<file path="src/rtl/mips_interrupt_controller.sv">
// Interrupt requester for the multi-cycle MIPS core: edge capture, masking, priority, INT/NMI/INA/INTD handshake.
// Optional acknowledge timeout and ack_timeout_o port are enabled by defining MIPS_INTC_ACK_TIMEOUT_EN.
module mips_interrupt_controller #(
  parameter int NUM_IRQ = 8,
  parameter int VEC_W   = 4,
  parameter int TIMEOUT = 64
) (
  input  logic               clk,
  input  logic               rst,
  input  logic [NUM_IRQ-1:0] irq_i,
  input  logic               nmi_src_i,
  input  logic               mask_we,
  input  logic [NUM_IRQ-1:0] mask_wdata,
  input  logic               eoi,
  input  logic               INA,
  output logic               INT,
  output logic               NMI,
  output logic               INTD,
  output logic [VEC_W-1:0]   vec_o,
  output logic [NUM_IRQ-1:0] pending_o,
  output logic               busy_o
`ifdef MIPS_INTC_ACK_TIMEOUT_EN
  ,
  output logic               ack_timeout_o
`endif
);

  localparam logic [2:0] S_IDLE    = 3'd0;
  localparam logic [2:0] S_REQ_INT = 3'd1;
  localparam logic [2:0] S_REQ_NMI = 3'd2;
  localparam logic [2:0] S_ACK     = 3'd3;
  localparam logic [2:0] S_SERVICE = 3'd4;
  localparam logic [VEC_W-1:0] NMI_VEC = VEC_W'(NUM_IRQ);

  if (NUM_IRQ < 2 || NUM_IRQ > 16 || (2 ** VEC_W) < NUM_IRQ + 1 || TIMEOUT < 1) begin : g_bad_params
    $error("mips_interrupt_controller: illegal parameter combination");
  end

  logic [NUM_IRQ-1:0] irq_smp_r, irq_prev_r, pending_r, mask_r;
  logic               nmi_smp_r, nmi_prev_r, nmi_pend_r;
  logic [2:0]         state_r, state_s;
  logic [VEC_W-1:0]   win_r, win_s, lowest_s, in_svc_r, saved_r, vec_r;
  logic               in_svc_vld_r, saved_vld_r;
  logic               int_r, nmi_r, intd_r, busy_r;
  logic [NUM_IRQ-1:0] irq_rise_s, elig_s, win_oh_s, clr_s;
  logic               nmi_rise_s, cancel_s, timeout_hit_s;
  logic               ack_irq_s, ack_nmi_s, eoi_s, nest_s;

  assign irq_rise_s = irq_smp_r & ~irq_prev_r;
  assign nmi_rise_s = nmi_smp_r & ~nmi_prev_r;
  assign elig_s     = pending_r & mask_r;
  assign win_oh_s   = {{(NUM_IRQ-1){1'b0}}, 1'b1} << win_r;
  assign cancel_s   = ((mask_r & win_oh_s) == {NUM_IRQ{1'b0}});
  assign clr_s      = ack_irq_s ? win_oh_s : {NUM_IRQ{1'b0}};

  // Lowest-index eligible request wins.
  always_comb begin
    lowest_s = {VEC_W{1'b0}};
    for (int i = NUM_IRQ - 1; i >= 0; i--) begin
      if (elig_s[i]) lowest_s = VEC_W'(i);
      else           lowest_s = lowest_s;
    end
  end

  // Handshake state machine next-state and event decode.
  always_comb begin
    state_s   = state_r;
    win_s     = win_r;
    ack_irq_s = 1'b0;
    ack_nmi_s = 1'b0;
    eoi_s     = 1'b0;
    nest_s    = 1'b0;
    case (state_r)
      S_IDLE: begin
        if (nmi_pend_r) begin
          state_s = S_REQ_NMI;
          win_s   = NMI_VEC;
        end else if ((elig_s != {NUM_IRQ{1'b0}}) && !in_svc_vld_r) begin
          state_s = S_REQ_INT;
          win_s   = lowest_s;
        end else begin
          state_s = S_IDLE;
        end
      end
      S_REQ_INT: begin
        if (INA) begin
          state_s   = S_ACK;
          ack_irq_s = 1'b1;
        end else if (cancel_s || timeout_hit_s) begin
          state_s = S_IDLE;
        end else begin
          state_s = S_REQ_INT;
        end
      end
      S_REQ_NMI: begin
        if (INA) begin
          state_s   = S_ACK;
          ack_nmi_s = 1'b1;
        end else if (timeout_hit_s) begin
          state_s = S_IDLE;
        end else begin
          state_s = S_REQ_NMI;
        end
      end
      S_ACK: state_s = S_SERVICE;
      S_SERVICE: begin
        if (eoi) begin
          eoi_s   = 1'b1;
          state_s = saved_vld_r ? S_SERVICE : S_IDLE;
        end else if (nmi_pend_r && (in_svc_r != NMI_VEC) && !saved_vld_r) begin
          // NMI preempts a serviced IRQ; the IRQ is parked in the one-deep slot.
          nest_s  = 1'b1;
          state_s = S_REQ_NMI;
          win_s   = NMI_VEC;
        end else begin
          state_s = S_SERVICE;
        end
      end
      default: state_s = S_IDLE;
    endcase
  end

  // Input sampling, pending/mask registers, FSM state and registered outputs.
  always_ff @(posedge clk) begin
    if (rst) begin
      irq_smp_r    <= {NUM_IRQ{1'b0}};
      irq_prev_r   <= {NUM_IRQ{1'b0}};
      pending_r    <= {NUM_IRQ{1'b0}};
      mask_r       <= {NUM_IRQ{1'b0}};
      nmi_smp_r    <= 1'b0;
      nmi_prev_r   <= 1'b0;
      nmi_pend_r   <= 1'b0;
      state_r      <= S_IDLE;
      win_r        <= {VEC_W{1'b0}};
      in_svc_r     <= {VEC_W{1'b0}};
      in_svc_vld_r <= 1'b0;
      saved_r      <= {VEC_W{1'b0}};
      saved_vld_r  <= 1'b0;
      vec_r        <= {VEC_W{1'b0}};
      int_r        <= 1'b0;
      nmi_r        <= 1'b0;
      intd_r       <= 1'b0;
      busy_r       <= 1'b0;
    end else begin
      irq_smp_r  <= irq_i;
      irq_prev_r <= irq_smp_r;
      nmi_smp_r  <= nmi_src_i;
      nmi_prev_r <= nmi_smp_r;
      if (mask_we) mask_r <= mask_wdata;
      // A fresh edge on the source being acknowledged re-arms it.
      pending_r  <= (pending_r & ~clr_s) | irq_rise_s;
      nmi_pend_r <= (nmi_pend_r & ~ack_nmi_s) | nmi_rise_s;
      state_r    <= state_s;
      win_r      <= win_s;
      int_r      <= (state_s == S_REQ_INT);
      nmi_r      <= (state_s == S_REQ_NMI);
      intd_r     <= (state_s == S_ACK);
      busy_r     <= (state_s != S_IDLE);
      if (ack_irq_s || ack_nmi_s) begin
        vec_r        <= win_r;
        in_svc_r     <= win_r;
        in_svc_vld_r <= 1'b1;
      end else if (eoi_s && saved_vld_r) begin
        in_svc_r    <= saved_r;
        saved_vld_r <= 1'b0;
      end else if (eoi_s) begin
        in_svc_vld_r <= 1'b0;
      end else if (nest_s) begin
        saved_r     <= in_svc_r;
        saved_vld_r <= 1'b1;
      end
    end
  end

`ifdef MIPS_INTC_ACK_TIMEOUT_EN
  localparam int CNT_W = $clog2(TIMEOUT + 1);
  logic [CNT_W-1:0] cnt_r;
  logic             ack_timeout_r;

  assign timeout_hit_s = (cnt_r == CNT_W'(TIMEOUT - 1));
  assign ack_timeout_o = ack_timeout_r;

  // Acknowledge-wait counter, cleared whenever the FSM is not holding a request.
  always_ff @(posedge clk) begin
    if (rst) begin
      cnt_r         <= {CNT_W{1'b0}};
      ack_timeout_r <= 1'b0;
    end else begin
      if (((state_r == S_REQ_INT) || (state_r == S_REQ_NMI)) && (state_s == state_r))
        cnt_r <= cnt_r + {{(CNT_W-1){1'b0}}, 1'b1};
      else
        cnt_r <= {CNT_W{1'b0}};
      ack_timeout_r <= timeout_hit_s && !INA &&
                       ((state_r == S_REQ_NMI) || ((state_r == S_REQ_INT) && !cancel_s));
    end
  end
`else
  assign timeout_hit_s = 1'b0;
`endif

  assign INT       = int_r;
  assign NMI       = nmi_r;
  assign INTD      = intd_r;
  assign vec_o     = vec_r;
  assign pending_o = pending_r;
  assign busy_o    = busy_r;

endmodule
</file>
<file path="config.mk">
export PLATFORM = sky130hd
export DESIGN_NAME = mips_interrupt_controller
export DESIGN_NICKNAME = d
export VERILOG_FILES = /design/src/rtl/mips_interrupt_controller.sv
export SDC_FILE = /design/constraint.sdc
export NUM_CORES = 1
export LEC_CHECK = 0
export CAP_MARGIN = 20
export CORE_UTILIZATION = 55
export CTS_CLUSTER_DIAMETER = 40
export DETAILED_ROUTE_END_ITERATION = 10
export MAX_ROUTING_LAYER = met4
export PLACE_DENSITY = 0.93
export SYNTH_ARGS = -nofsm -noshare
export SYNTH_HDL_FRONTEND = slang
export SYNTH_SLANG_ARGS = --single-unit
</file>
<file path="constraint.sdc">
create_clock -name clk -period 2.9 [get_ports clk]
set_clock_uncertainty 0.15 [all_clocks]
set_input_delay 0.725 -clock clk [delete_from_list [all_inputs] [get_ports clk]]
set_output_delay 0.725 -clock clk [all_outputs]
set_load 0.01 [all_outputs]
</file>
# == Word-level counts from Yosys, hierarchy flattened ==
# Cells that the tools add are included.
# classes
add_sub_neg,0
mul,0
n_div,0
order_cmp,0
n_eq_ne,13
shift,1
n_mux,39
bitwise,15
n_reduce_logical,19
# ops
cell,count
two-way mux 4 bit,11
bitwise AND 8 bit,4
two-way mux 3 bit,6
two-way mux 1 bit,17
NOT 8 bit,2
case mux 3 bit (5 select lines),1
"equality test 3 x 2 -> 1 bit, second input constant",4
zero test 8 bit,1
two-way mux 8 bit,1
bitwise OR 8 bit,1
case mux 4 bit (2 select lines),1
AND reduction 4 bit,2
nonzero test 2 bit,4
nonzero test 8 bit,1
"left shift 1 x 4 -> 8 bit, first input constant",1
"equality test 3 x 1 -> 1 bit, second input constant",2
"inequality test 2 bit, second input constant",3
NOT 1 bit,5
logical AND 1 bit,4
two-way mux 2 bit,2
"inequality test 4 bit, second input constant",1
"equality test 3 bit, second input constant",1
zero test 3 bit,1
"inequality test 3 bit, second input constant",1
other kinds (8),10
# totals
regBits,60
latchBits,0
ramBits,0
romBits,0
in_bits,22
out_inout_bits,16
elab_cells,105
memories,0

# == Longest topological paths before layout ==
# logic_depth
depth_word,12
ltp_mapped,9

# == Least setup slack after synthesis ==
# No wires, ideal clock.
# synth_path
path_type,input port to flip-flop
startpoint,in eoi
endpoint,reg in_svc_r[0]
setup_ns,0.133
arrival_ns,1.785
path_slack_ns,0.832
path_stages,8
cell_sequence,nor2_1 > nand4_4 > and2_1 > buf_6 > o21a_1 > buf_4 > nand3_1 > a31oi_1
# synth_between
elab_chain_cells,4
# synth_lines
element,line,text
"start, declared",14,"input logic eoi,"
two-way mux 1 bit,107,if (eoi) begin
two-way mux 1 bit,73,case (state_r)
logical AND 1 bit,163,end else if (eoi_s && saved_vld_r) begin
nonzero test 2 bit (no line),-,
"end signal, assigned",135,in_svc_r <= {VEC_W{1'b0}};
"end signal, assigned",161,in_svc_r <= win_r;
"end signal, assigned",164,in_svc_r <= saved_r;
"end, declared",42,"logic [VEC_W-1:0] win_r, win_s, lowest_s, in_svc_r, saved_r, vec_r;"
# Every way passes these cells.
# A chain may end at the register's enable or synchronous reset.

# == Worst setup path in the final report ==
# layout_path
startpoint,in eoi
endpoint,reg in_svc_r[1]
# Same word-level chain as after synthesis.

==> results.toml <==
[clocking]
cts.sinks = 60
ctsResizeCount = 0
hold_buffers = 0
cts_buffers = 9
clk_path_buf_depth = 2
path_clk_slew_ns = 0.06
htree_levels = 3
clk-insertion-delay-late_ns = 0.33
post-cts-setup-buffers = 0
tritoncts = "built"
cts_root_buf = "clkbuf_8"

[floorplan]
core.rowCount = 23
die_area_sq_um = 4502
core-area_sq_um = 4029
initial_core_util_pct = 57.86
ios = 38
die_w_microns = 67.10
die_h_microns = 67.10

[pwr]
p_clk_share_pct = 38.3
p_switching_mw = 0.4918
p_leak_nw = 1.083
peakVddDrop_v = 0.0004161
fin_total_pwr_mw = 1.877
p_int_mw = 1.386
power_frac_comb_pct = 12.3
switching_share_pct = 26.20
pwr-share-seq_pct = 49.4
power.density_nw_per_um2 = 647.3

[sta]
final.setup.tns_ns = 0
rsz0062_at_grt = "no"
slew_violations = 0
worst_pin_slew_ns = 0.6154
finalHoldViolCount = 0
setup_viol = 0
whs_ns = 0.3073
fin_crit_sh_pct = 82.19
max_freq_mhz = 419.6
max_slew_margin_pct = 58.32
period_minus_slack_ns = 2.383

[route]
ant_nets = 0
wl_per_cell_microns = 14.68
vias = 1928
drt_iter0_markers = 175
routed_wl_mm = 4.990
drc_errors = 0
viasPerCell = 5.671
drtPass1Iterations = 4

[setup_path]
crit_fanout = 7
rrSetupSlack_ns = 0.72
cp-start-kind = "input pin"
critPathKind = "in -> reg"
r2r-end = "in_svc_r[1]"
cp-end-kind = "register"
cp.required_ns = 3.01
worstRegToRegCells = 6
critPathArrivalTime_ns = 2.49
reg2reg_from = "state_r[2]"

[outcome]
status = "complete, no violations"

[placed_design]
io_buffers = 37
globalplace.congestion = 0.8712
placed_cells = 324
dp_hpwl_mm = 3.419

[yosys]
synth_nets = 270
syn_area_sq_um = 2331
synth-seq-cells = 60
ys.warnings.count = 0
yosysSeqAreaShare_pct = 51.53
syn_inst = 248
syn_avg_cell_area_sq_um = 9.399
synthDistinctLibCells = 43

[global_routing]
antenna_found_initial = 0
grt_pass1_wl_mm = 8.004
grt_pass1_vias = 1732
overflow = 0
grt_usage_pct = 25.55
grt_max_degree = 32

[min_path]
worstHoldPathType = "reg -> reg"
hold_depth = 2
hp-start = "vec_o[1]"
min_to = "vec_o[1]"

[final_layout]
drive_above_1_share_pct = 7.931
final_common_cell = "dfxtp_1"
insertedDiodeCount = 0
fin_cells = 340
final_cell_mix = "60 x dfxtp_1, 36 x clkdlybuf4s50_1, 23 x nor2_1, 23 x nand2_1, 20 x nor2b_1"
nNetsFinal = 307
syn_to_final_growth_pct = 24.42

[flow_run]
cap_viol_max_count = 0
worst max-delay path, stage by stage:
cell and delay (ns):
clkdlybuf4s50_1 0.49, nor2_1 0.21, nand4_4 0.20, and2_1 0.26
o21ai_1 0.29, nand2_1 0.13, a31oi_1 0.19
state kept, by name, indices dropped and copies added (netlist names):
signal        cells
in_svc_vld_r      1
nmi_prev_r        1
in_svc_r          4
win_r             4
vec_o             4
nmi_pend_r        1
busy_o            1
nmi_smp_r         1
INTD              1
pending_o         8
irq_smp_r         8
INT               1
saved_vld_r       1
saved_r           4
state_r           3
mask_r            8
NMI               1
irq_prev_r        8
power groups by stage:
| stage | sequential (mW) | combinational [mW] | clock [mW] |
|---|---|---|---|
| 6_report | 0.927 | 0.231 | 0.719 |
| 5_1_grt | 0.932 | 0.255 | 0.770 |
| 4_1_cts | 0.925 | 0.232 | 0.733 |
| 3_5_place_dp | 0.942 | 0.230 | 0 |
| 3_3_place_gp | 0.941 | 0.223 | 0 |
| 2_1_floorplan | 0.932 | 0.149 | 0 |
cell type report:
class,count,area (sq um)
clock buffers,9,123.9
clock inverters,7,67.56
fillers,310,1129
inverters,4,15.01
multi-input cells,171,1050
flip-flops and latches,60,1201
well taps,50,62.56
repair buffers,39,380.4
cell usage after synthesis (all sizes together):
master,instances,area [sq um]
a211oi,2,15.01
a211o,1,8.760
or4bb,1,11.26
a32oi,1,8.760
a31oi,7,43.79
and3b,1,8.760
and4b,1,10.01
a22oi,5,37.54
nor3b,2,26.28
nand3,8,40.04
dfxtp,60,1201
buf,7,42.54
nor2,23,86.33
o311ai,1,8.760
nand2b,10,62.56
mux2i,13,130.1
a22o,1,8.760
nand2,23,86.33
nor3,3,15.01
inv,4,15.01
or3b,1,8.760
o21a,2,15.01
nand4,2,27.53
and2,2,12.51
nor4,2,12.51
a41oi,2,17.52
and4,1,8.760
o21ai,11,55.05
nor2b,20,125.1
a32o,1,10.01
or4b,2,23.77
a21oi,18,90.09
o41ai,2,17.52
mux2,1,11.26
and3,1,6.260
clkbuf,6,22.52
worst max-delay path by stage:
| stage | endpoint | slack (ns) | cells after the start | from |
|---|---|---|---|---|
| global placement | in_svc_r[2] | 0.26 | 7 | eoi |
| global route | in_svc_r[1] | 0.31 | 7 | eoi |
| floorplan | in_svc_r[0] | 0.83 | 8 | eoi |
| finish | in_svc_r[1] | 0.52 | 7 | eoi |
| detailed placement | pending_o[0] | 0.21 | 7 | eoi |
| CTS | in_svc_r[1] | 0.56 | 7 | eoi |
routing by layer:
metal  GRT usage (%)  part of all wire, %
met1           29.63                   44
met5               -                    0
met2           39.38                   47
met4           15.96                  2.5
met3           6.164                  6.4
per-stage QoR:
step / worst slack (ns) / util, % / instance area [sq um]
after global routing: 0.3076 / 71.99 / 2900
after detailed placement: 0.2111 / 67.24 / 2709
after CTS: 0.5644 / 71.99 / 2900
final: 0.5165 / 71.99 / 2900
after floorplan: 0.8325 / - / 2331
after global placement: 0.2622 / 67.24 / 2709
logic make-up after synthesis:
kind of cell | count (synthesis) | synth area share, %
flops | 60 | 51.53
buf+inv | 17 | 3.435
simple gates | 103 | 24.53
mux | 14 | 6.065
compound gates | 54 | 14.44
No activity file was read; power rests on OpenSTA's default activity.
